## config.mk

```make
export PLATFORM = sky130hd
export DESIGN_NAME = preset_seq
export DESIGN_NICKNAME = d
export VERILOG_FILES = /design/src/rtl/preset_seq.sv
export SDC_FILE = /design/constraint.sdc
export NUM_CORES = 1
export LEC_CHECK = 0
export CAP_MARGIN = 20
export CORE_MARGIN = 2
export CORE_UTILIZATION = 40
export CTS_CLUSTER_SIZE = 24
export DETAILED_ROUTE_END_ITERATION = 12
export MAX_ROUTING_LAYER = met4
export PLACE_DENSITY = 0.74
export SKIP_CTS_REPAIR_TIMING = 1
export SLEW_MARGIN = 5
export SYNTH_ARGS = -nofsm -noshare
export SYNTH_HDL_FRONTEND = slang
export SYNTH_SLANG_ARGS = --single-unit
export TNS_END_PERCENT = 5
```

## constraint.sdc

```tcl
create_clock -name clk -period 4.6 [get_ports clk]
set_clock_uncertainty 0.2 [all_clocks]
set_input_delay 0.92 -clock clk [delete_from_list [all_inputs] [get_ports clk]]
set_output_delay 0.92 -clock clk [all_outputs]
set_load 0.01 [all_outputs]
```

## src/rtl/preset_seq.sv

```systemverilog
// preset_seq: drives active-low SETB and clock enables for NBANK preset flop banks; define PRESET_SEQ_STAGGER_EN to preset banks one at a time
module preset_seq #(
  parameter int NBANK   = 4,
  parameter int PW_CYC  = 2,
  parameter int REC_CYC = 2,
  parameter int GAP_CYC = 1
) (
  input  logic             clk,
  input  logic             rst,
  input  logic             start,
  input  logic             abort,
  output logic [NBANK-1:0] setb_out,
  output logic [NBANK-1:0] clken,
  output logic             busy,
  output logic             done
);
  localparam int MX0 = PW_CYC > REC_CYC ? PW_CYC : REC_CYC;
  localparam int MX  = MX0 > GAP_CYC ? MX0 : GAP_CYC;
  localparam int CW  = $clog2(MX + 1);
  localparam logic [CW-1:0] PW_END  = CW'(PW_CYC - 1);
  localparam logic [CW-1:0] REC_END = CW'(REC_CYC - 1);
  localparam logic [1:0] S_IDLE    = 2'd0;
  localparam logic [1:0] S_ASSERT  = 2'd1;
  localparam logic [1:0] S_RECOVER = 2'd2;
  logic [1:0]    state;
  logic [CW-1:0] cnt;
`ifdef PRESET_SEQ_STAGGER_EN
  localparam logic [1:0] S_GAP = 2'd3;
  localparam int IW = NBANK > 1 ? $clog2(NBANK) : 1;
  localparam logic [IW-1:0] LAST = IW'(NBANK - 1);
  localparam logic [CW-1:0] GAP_END = CW'(GAP_CYC > 0 ? GAP_CYC - 1 : 0);
  localparam logic [NBANK-1:0] ONE = NBANK'(1);
  logic [IW-1:0] idx;
  // per-bank sequencer: only bank idx is ever held low, so SETB is rebuilt from a single-hot mask
  always_ff @(posedge clk or posedge rst)
    if (rst) begin
      state    <= S_IDLE;
      idx      <= '0;
      cnt      <= '0;
      setb_out <= '1;
      clken    <= '0;
      busy     <= 1'b0;
      done     <= 1'b0;
    end else if (busy && abort) begin
      state    <= S_IDLE;
      idx      <= '0;
      cnt      <= '0;
      setb_out <= '1;
      clken    <= '0;
      busy     <= 1'b0;
      done     <= 1'b0;
    end else begin
      done <= 1'b0;
      case (state)
        S_IDLE: if (start) begin
          state    <= S_ASSERT;
          idx      <= '0;
          cnt      <= '0;
          setb_out <= ~ONE;
          clken    <= '0;
          busy     <= 1'b1;
        end
        S_ASSERT: if (cnt == PW_END) begin
          state    <= S_RECOVER;
          cnt      <= '0;
          setb_out <= '1;
        end else cnt <= cnt + 1'b1;
        S_RECOVER: if (cnt == REC_END) begin
          cnt   <= '0;
          clken <= clken | (ONE << idx);
          if (idx == LAST) begin
            state <= S_IDLE;
            busy  <= 1'b0;
            done  <= 1'b1;
          end else if (GAP_CYC == 0) begin
            state    <= S_ASSERT;
            idx      <= idx + 1'b1;
            setb_out <= ~(ONE << (idx + 1'b1));
          end else state <= S_GAP;
        end else cnt <= cnt + 1'b1;
        S_GAP: if (cnt == GAP_END) begin
          state    <= S_ASSERT;
          cnt      <= '0;
          idx      <= idx + 1'b1;
          setb_out <= ~(ONE << (idx + 1'b1));
        end else cnt <= cnt + 1'b1;
        default: state <= S_IDLE;
      endcase
    end
`else
  // grouped sequencer: all banks are set and released together
  always_ff @(posedge clk or posedge rst)
    if (rst) begin
      state    <= S_IDLE;
      cnt      <= '0;
      setb_out <= '1;
      clken    <= '0;
      busy     <= 1'b0;
      done     <= 1'b0;
    end else if (busy && abort) begin
      state    <= S_IDLE;
      cnt      <= '0;
      setb_out <= '1;
      clken    <= '0;
      busy     <= 1'b0;
      done     <= 1'b0;
    end else begin
      done <= 1'b0;
      case (state)
        S_IDLE: if (start) begin
          state    <= S_ASSERT;
          cnt      <= '0;
          setb_out <= '0;
          clken    <= '0;
          busy     <= 1'b1;
        end
        S_ASSERT: if (cnt == PW_END) begin
          state    <= S_RECOVER;
          cnt      <= '0;
          setb_out <= '1;
        end else cnt <= cnt + 1'b1;
        S_RECOVER: if (cnt == REC_END) begin
          state <= S_IDLE;
          cnt   <= '0;
          clken <= '1;
          busy  <= 1'b0;
          done  <= 1'b1;
        end else cnt <= cnt + 1'b1;
        default: state <= S_IDLE;
      endcase
    end
`endif
endmodule
```

==> results of run 1 <==
==> power breakdown <==
part	internal (mW)	leakage (nW)	switching, mW
clock network	0.0333	0.0150	0.0258
registers	0.0969	0.103	0.0266
logic	0.126	0.173	0.111
==> worst max-delay path by stage <==
stage                      startpoint           to  slack [ns]
after CTS                 setb_out[2]  setb_out[3]        2.10
final                     setb_out[2]  setb_out[3]        2.12
after detailed placement        start     state[1]        2.36
after floorplan           setb_out[2]  setb_out[1]        2.78
after global routing      setb_out[2]  setb_out[3]        2.08
after global placement          start     clken[2]        2.38
==> sequential cells by signal, indices dropped and copies added, names as in the netlist <==
name,flops
state,2
setb_out,1
busy,1
cnt,2
clken,1
done,1
==> per-layer routing <==
metal,part of all wire (%),global-route usage [%]
met1,44,19.7
met2,48,25.0
met3,6.6,10.0
met4,2.1,7.50
met5,0,-
==> area by class of cell <==
class,instances,area share [%]
Multi-Input combinational cell,38,41.2
Tap cell,15,2.85
Clock buffer,4,3.98
Sequential cell,8,30.6
Inverter,3,1.71
Timing Repair Buffer,13,19.7
==> cell families after synthesis <==
logic type      Yosys count
compound gates           14
fa+ha+maj                 5
buf+inv                   9
flops                     8
mux                       2
simple gates             17
==> cell usage in the layout, fill, tap and decap left out, drive strengths merged <==
cell           Yosys  layout
ha                 5       5
nand2b             3       3
dfstp              1       1
clkbuf             0       4
nor2b              3       3
nand3b             1       1
inv                3       3
clkdlybuf4s50      0      13
mux2i              2       2
nor2               2       2
o21ba              1       1
a32oi              1       1
o311a              1       1
o21ai              3       3
a221oi             1       1
nand2              8       8
a21oi              5       5
o211ai             1       1
dfrtp              7       7
a21boi             1       1
==> per-stage QoR <==
step | instance area, um2 | std cells | total power, mW | worst slack [ns]
final | 659 | 81 | 0.419 | 2.12
after global routing | 659 | 81 | 0.457 | 2.08
after CTS | 659 | 81 | 0.425 | 2.10
after detailed placement | 633 | 77 | 0.363 | 2.36
after global placement | 633 | 77 | 0.359 | 2.38
after floorplan | 529 | 55 | 0.291 | 2.78
==> flow_metrics.tcl, run 1 <==
set metrics [dict create \
    cp.depth 1 \
    port_buffers 13 \
    io-pin-count 14 \
    p_per_area_nw_per_um2 636 \
    cts_buffers 3 \
    synth_flop_cell "dfrtp_1" \
    finalMaxSlewViolations 0 \
    max_stage_delay_ns 0.56 \
    fp-row-count 13 \
    wl_per_cell_um 12.4 \
    postSynthAreaPerCell_um2 9.62 \
    drive_gt1_share_pct 10.6 \
    r2r_end "clken[2]" \
    htreeDepth 1 \
    hpwl_um 763 \
    fp.dieW_um 40.4 \
    synth-edff-count 0 \
    place_congestion 0.772 \
    critical_path_arrival_ns 1.36 \
    num-fill-cells 129 \
    cp_data_required_time_ns 3.48 \
    synth_nets 64 \
    ys_ff_latch 8 \
    cts_root_buf "clkbuf_4" \
    syn_inst 55 \
    cp_slowest_cell "dfstp_2" \
    relSlewSlack_pct 79.6 \
    design.die.area_um2 1630 \
    seqCellArea_um2 201 \
    worst_slew_pin_slew_ns 0.305 \
    critPathKind "reg -> out" \
    maxCapViolCount 0 \
    min_path_cells 2 \
    end_kind "primary output" \
    setup_tns_ns 0 \
    synth_xor_xnor_area_share_pct 0 \
    synth_compound_area_share_pct 18.7 \
    finalCriticalPeriod_ns 2.48 \
    critical-path-top-delay-family "flip-flops" \
    synth.yosys.warnings 0 \
    crit_chain "clkdlybuf4s50_1" \
    yosysUniqueCellTypes 20 \
    setup_viol 0 \
    synth.cells.most_frequent "nand2_1, dfrtp_1, buf_4, a21oi_1, ha_1" \
    antenna_found_initial 0 \
    hold_path_end "state[1]" \
    worst_setup_path_start_kind "flip-flop" \
    fin_crit_sh_pct 53.9 \
    status "finished clean" \
    fp.dieH_um 40.4 \
    grt_pass1_vias 407 \
    muxShareOfSynthArea_pct 3.78 \
    grt_pass1_wl_um 1690 \
    ant_nets 0 \
    start_util_pct 41.7 \
    peakVddDrop_uv 342 \
    yosysSeqAreaShare_pct 38.1 \
    reg2reg_from "state[0]" \
    grt_max_degree 9 \
    core_area_um2 1270 \
    hold_viol_final 0 \
    numClockSinks 8 \
    synthTopCellsByArea "dfrtp_1, ha_1, buf_4, nand2_1, dfstp_2" \
    drt-pass1-iter-count 2 \
    synth_top_area_share_pct 33.1 \
    holdWs_ns 0.373 \
    critPathBufInv 1 \
    yosysMostFrequentCell "nand2_1" \
    n_antenna_cell 0 \
    rsz0062_at_grt "no" \
    gr-usage-all-layers_pct 17.5 \
    async_flop_share_pct 100 \
    synth_fa_ha_area_share_pct 11.8 \
    grt-ovfl-total 0 \
    fin_util_pct 52.0 \
    min_from "state[1]" \
    cts_tree "yes" \
    fmax_mhz 403 \
    drcViolationCount 0 \
    via_per_inst 5.10 \
    vias 413 \
    syn_area_um2 529 \
    nets 76 \
    synth_top_family_by_area "compound AO/OA/AOI/OAI gates" \
    clkTransAtPathRegs_ns 0.05 \
    leakagePower_nw 0.291 \
    multiInputGateArea_um2 272 \
    reg2reg_setup_slack_ns 2.96 \
    crit_fanout 6 \
    insertion_delay_ns 0.26 \
    yosys.area.top_type "dfrtp_1" \
    drt_iter0_drc 1 \
    hold_path.class "reg -> reg" \
    rr_worst_depth 5 \
    wl_um 1000 \
    synth_simple_gate_area_share_pct 17.0 \
    area_delta_synth_final_pct 24.6 \
    clk_path_buf_depth 2 \
]
Power figures use the tool's default switching activity.
==> run 2: changes to the inputs <==
==> constraint.sdc (replaced) <==
create_clock -name clk -period 2.6 [get_ports clk]
set_clock_uncertainty 0.2 [all_clocks]
set_input_delay 0.52 -clock clk [delete_from_list [all_inputs] [get_ports clk]]
set_output_delay 0.52 -clock clk [all_outputs]
set_load 0.01 [all_outputs]
==> flow_metrics.tcl, run 2 (synthesized netlist as in run 1, its figures left out) <==
set metrics [dict create \
    worst_slew_pin_slew_ns 0.306 \
    wl_met3_um 76 \
    cp_data_required_time_ns 1.88 \
    cts_tree "yes" \
    maxCapViolCount 0 \
    fmax_mhz 482 \
    p_total_mw 0.738 \
    area_delta_synth_final_pct 24.6 \
    crit_chain "clkdlybuf4s50_1" \
    finalCriticalPeriod_ns 2.07 \
    drcViolationCount 0 \
    place_congestion 0.769 \
    holdWs_ns 0.308 \
    hold_path.class "in -> async" \
    grt_pass1_vias 382 \
    finalMaxSlewViolations 0 \
    num-fill-cells 115 \
    io-pin-count 14 \
    hold_viol_final 0 \
    fin_area_um2 659 \
    cts_buffers 3 \
    numClockSinks 8 \
    critPathKind "reg -> out" \
    grt_pass1_wl_um 1490 \
    fp-row-count 13 \
    placed_area_um2 633 \
    clk_path_buf_depth 2 \
    core_area_um2 1270 \
    drive_gt1_share_pct 10.6 \
    top_layer "met4" \
    critPathBufInv 1 \
    insertion_delay_ns 0.26 \
    max_stage_delay_ns 0.56 \
    htreeDepth 1 \
    rsz0062_at_grt "no" \
    p_per_area_nw_per_um2 1120 \
    via_per_inst 5.15 \
    vias 417 \
    layout_commonest_cell "clkdlybuf4s50_1" \
    peakVddDrop_uv 548 \
    clkTransAtPathRegs_ns 0.06 \
    grt_max_degree 9 \
    gr-usage-all-layers_pct 15.8 \
    leakagePower_nw 0.291 \
    drt-pass1-iter-count 4 \
    fp.dieH_um 40.4 \
    setup_tns_ns 0 \
    antenna_found_initial 0 \
    cts_root_buf "clkbuf_4" \
    wl_per_cell_um 11.7 \
    wl_met1_um 406 \
    status "finished clean" \
    final_cell_mix "clkdlybuf4s50_1, nand2_1, dfrtp_1, a21oi_1, ha_1" \
    critical-path-top-delay-family "flip-flops" \
    top_regs "cnt: 2 flops, state: 2 flops" \
    ant_nets 0 \
    fin_crit_sh_pct 79.8 \
    nets 76 \
    fp.dieW_um 40.4 \
    start_util_pct 41.7 \
    wl_um 946 \
    grt-ovfl-total 0 \
    critical_path_arrival_ns 1.35 \
    crit_fanout 6 \
    setup_viol 0 \
    relSlewSlack_pct 79.5 \
    worst_setup_path_start_kind "flip-flop" \
    drt_iter0_drc 12 \
    design.die.area_um2 1630 \
    wl_met2_um 453 \
    end_kind "primary output" \
    n_antenna_cell 0 \
    cp_slowest_cell "dfstp_2" \
    hpwl_um 722 \
    port_buffers 13 \
]
==> run 2: cell counts in the layout (fill, tap and decap cells not counted) <==
Identical to the previous run, type by type.
==> run 2: worst paths after layout <==
| path | start | endpoint | slack [ns] | cells after the start |
|---|---|---|---|---|
| worst max-delay path | setb_out[2] | setb_out[3] | 0.53 | 1 |
| min in group clk | state[1] | state[1] | 0.37 | 2 |
| worst min-delay path | rst | done | 0.31 | 2 |
| worst max register to register | state[0] | clken[2] | 0.97 | 5 |
| max in group asynchronous | rst | setb_out[2] | 1.60 | 2 |
| worst min register to register | state[1] | state[1] | 0.37 | 2 |
==> run 2: power by group <==
group          switching [mW]  leakage, nW  internal [mW]
clock                  0.0444       0.0150         0.0588
combinational           0.194        0.173          0.223
sequential             0.0461        0.103          0.171
==> run 2: area by class of cell <==
class	count	area, um2	share of cell area (%)
clock buffers	4	26.3	3.98
inverters	3	11.3	1.71
well taps	15	18.8	2.85
repair buffers	13	130	19.7
flip-flops and latches	8	201	30.6
multi-input cells	38	272	41.2
==> run 2: stage by stage <==
stage          std cells  utilization (%)  setup slack [ns]
2_1_floorplan         55                -              1.07
3_3_place_gp          77             49.9             0.781
3_5_place_dp          77             49.9             0.773
4_1_cts               81             52.0             0.512
5_1_grt               81             52.0             0.478
6_report              81             52.0             0.526
==> run 2: layer usage <==
| layer | up-vias | GRT usage [%] |
|---|---|---|
| met1 | 194 | 14.8 |
| li1 | 209 | - |
| met5 | - | - |
| met2 | 12 | 25.0 |
| met4 | 0 | 7.50 |
| met3 | 2 | 10.0 |
==> run 3: changes to the inputs <==
--- a/config.mk
+++ b/config.mk
@@ -11,7 +11,7 @@
 export CTS_CLUSTER_SIZE = 24
 export DETAILED_ROUTE_END_ITERATION = 12
 export MAX_ROUTING_LAYER = met4
-export PLACE_DENSITY = 0.74
+export PLACE_DENSITY = 0.77
 export SKIP_CTS_REPAIR_TIMING = 1
 export SLEW_MARGIN = 5
 export SYNTH_ARGS = -nofsm -noshare
==> constraint.sdc (replaced) <==
create_clock -name clk -period 1.9 [get_ports clk]
set_clock_uncertainty 0.2 [all_clocks]
set_input_delay 0.38 -clock clk [delete_from_list [all_inputs] [get_ports clk]]
set_output_delay 0.38 -clock clk [all_outputs]
set_load 0.01 [all_outputs]
==> flow_metrics.tcl, run 3 (synthesized netlist as in run 1, its figures left out) <==
set metrics [dict create \
    drt_iter0_drc 8 \
    rsz0062_at_grt "no" \
    relSlewSlack_pct 78.9 \
    crit_chain "clkdlybuf4s50_1" \
    place_congestion 0.791 \
    drcViolationCount 0 \
    dpl_worst_slack_ns 0.217 \
    design.die.area_um2 1630 \
    fp.dieH_um 40.4 \
    clk_path_buf_depth 2 \
    peakVddDrop_uv 779 \
    insertion_delay_ns 0.26 \
    antenna_found_initial 0 \
    hold_viol_final 0 \
    critical-path-top-delay-family "buffers and inverters" \
    leakagePower_nw 0.329 \
    critPathBufInv 1 \
    area_delta_synth_final_pct 26.7 \
    clkTransAtPathRegs_ns 0.06 \
    end_kind "primary output" \
    gr-usage-all-layers_pct 16.8 \
    seqCellArea_um2 203 \
    n_antenna_cell 0 \
    layout_setup_ws_ns 0.0825 \
    multiInputGateArea_um2 272 \
    drt-pass1-iter-count 4 \
    fin_area_um2 671 \
    hold_path.class "in -> async" \
    cts_buffers 3 \
    top_regs "cnt: 2 flops, state: 2 flops" \
    worst_slew_pin_slew_ns 0.316 \
    critical_path_arrival_ns 1.24 \
    cts_tree "yes" \
    status "finished clean" \
    wl_per_cell_um 12.6 \
    hpwl_um 768 \
    via_per_inst 5.00 \
    wl_um 1020 \
    setup_tns_ns 0 \
    ant_nets 0 \
    grt_pass1_vias 366 \
    finalMaxSlewViolations 0 \
    core_area_um2 1270 \
    fmax_mhz 550 \
    fin_crit_sh_pct 95.7 \
    worst_setup_path_start_kind "flip-flop" \
    htreeDepth 1 \
    placed_area_um2 633 \
    setup_viol 0 \
    io-pin-count 14 \
    numClockSinks 8 \
    nets 76 \
    maxCapViolCount 0 \
    grt-ovfl-total 0 \
    finalCriticalPeriod_ns 1.82 \
    final_cell_mix "clkdlybuf4s50_1, nand2_1, dfrtp_1, a21oi_1, ha_1" \
    crit_fanout 7 \
    grt_max_degree 9 \
    cts_root_buf "clkbuf_4" \
    layout_commonest_cell "clkdlybuf4s50_1" \
    vias 405 \
    critPathKind "reg -> out" \
    max_stage_delay_ns 0.55 \
    grt_pass1_wl_um 1590 \
    start_util_pct 41.7 \
    cp_data_required_time_ns 1.32 \
    fin_util_pct 52.9 \
    fp-row-count 13 \
    cp_slowest_cell "clkdlybuf4s50_1" \
    port_buffers 13 \
    holdWs_ns 0.171 \
    drive_gt1_share_pct 12.1 \
    num-fill-cells 121 \
    fp.dieW_um 40.4 \
    p_per_area_nw_per_um2 1510 \
]
[run 3: metrics by stage]
step | cells | total power [mW]
after CTS | 81 | 1.03
after global routing | 81 | 1.11
after global placement | 77 | 0.865
after detailed placement | 77 | 0.879
after floorplan | 55 | 0.706
final | 81 | 1.01
[run 3: area by class of cell]
type | instances | area share (%)
inverters | 3 | 1.68
multi-input cells | 38 | 40.5
clock buffers | 4 | 3.92
repair buffers | 13 | 20.9
flip-flops and latches | 8 | 30.2
well taps | 15 | 2.80
[run 3: report_power, final]
part           internal (mW)  switching [mW]  total (mW)  leakage [nW]
sequential             0.237          0.0681       0.305         0.102
clock                 0.0806          0.0614       0.142        0.0150
combinational          0.293           0.271       0.564         0.212
[run 3: path summary, 6_finish.rpt]
check	slack (ns)	endpoint	from	cells after the start
worst min register to register	0.35	state[0]	busy	1
max in group asynchronous	1.04	setb_out[2]	rst	2
worst min-delay path	0.17	cnt[1]	rst	2
worst max register to register	0.28	cnt[1]	state[0]	4
worst max-delay path	0.08	busy	busy	1
min in group clk	0.35	state[0]	busy	1
[run 3: metal layers]
layer | vias up | track usage [%] | wire length, um | part of all wire [%]
met5 | - | - | 0 | 0
met1 | 183 | 17.2 | 442 | 43
li1 | 205 | - | - | -
met2 | 13 | 24.6 | 477 | 47
met3 | 4 | 10.0 | 84 | 8.2
met4 | 0 | 10.0 | 19 | 1.9
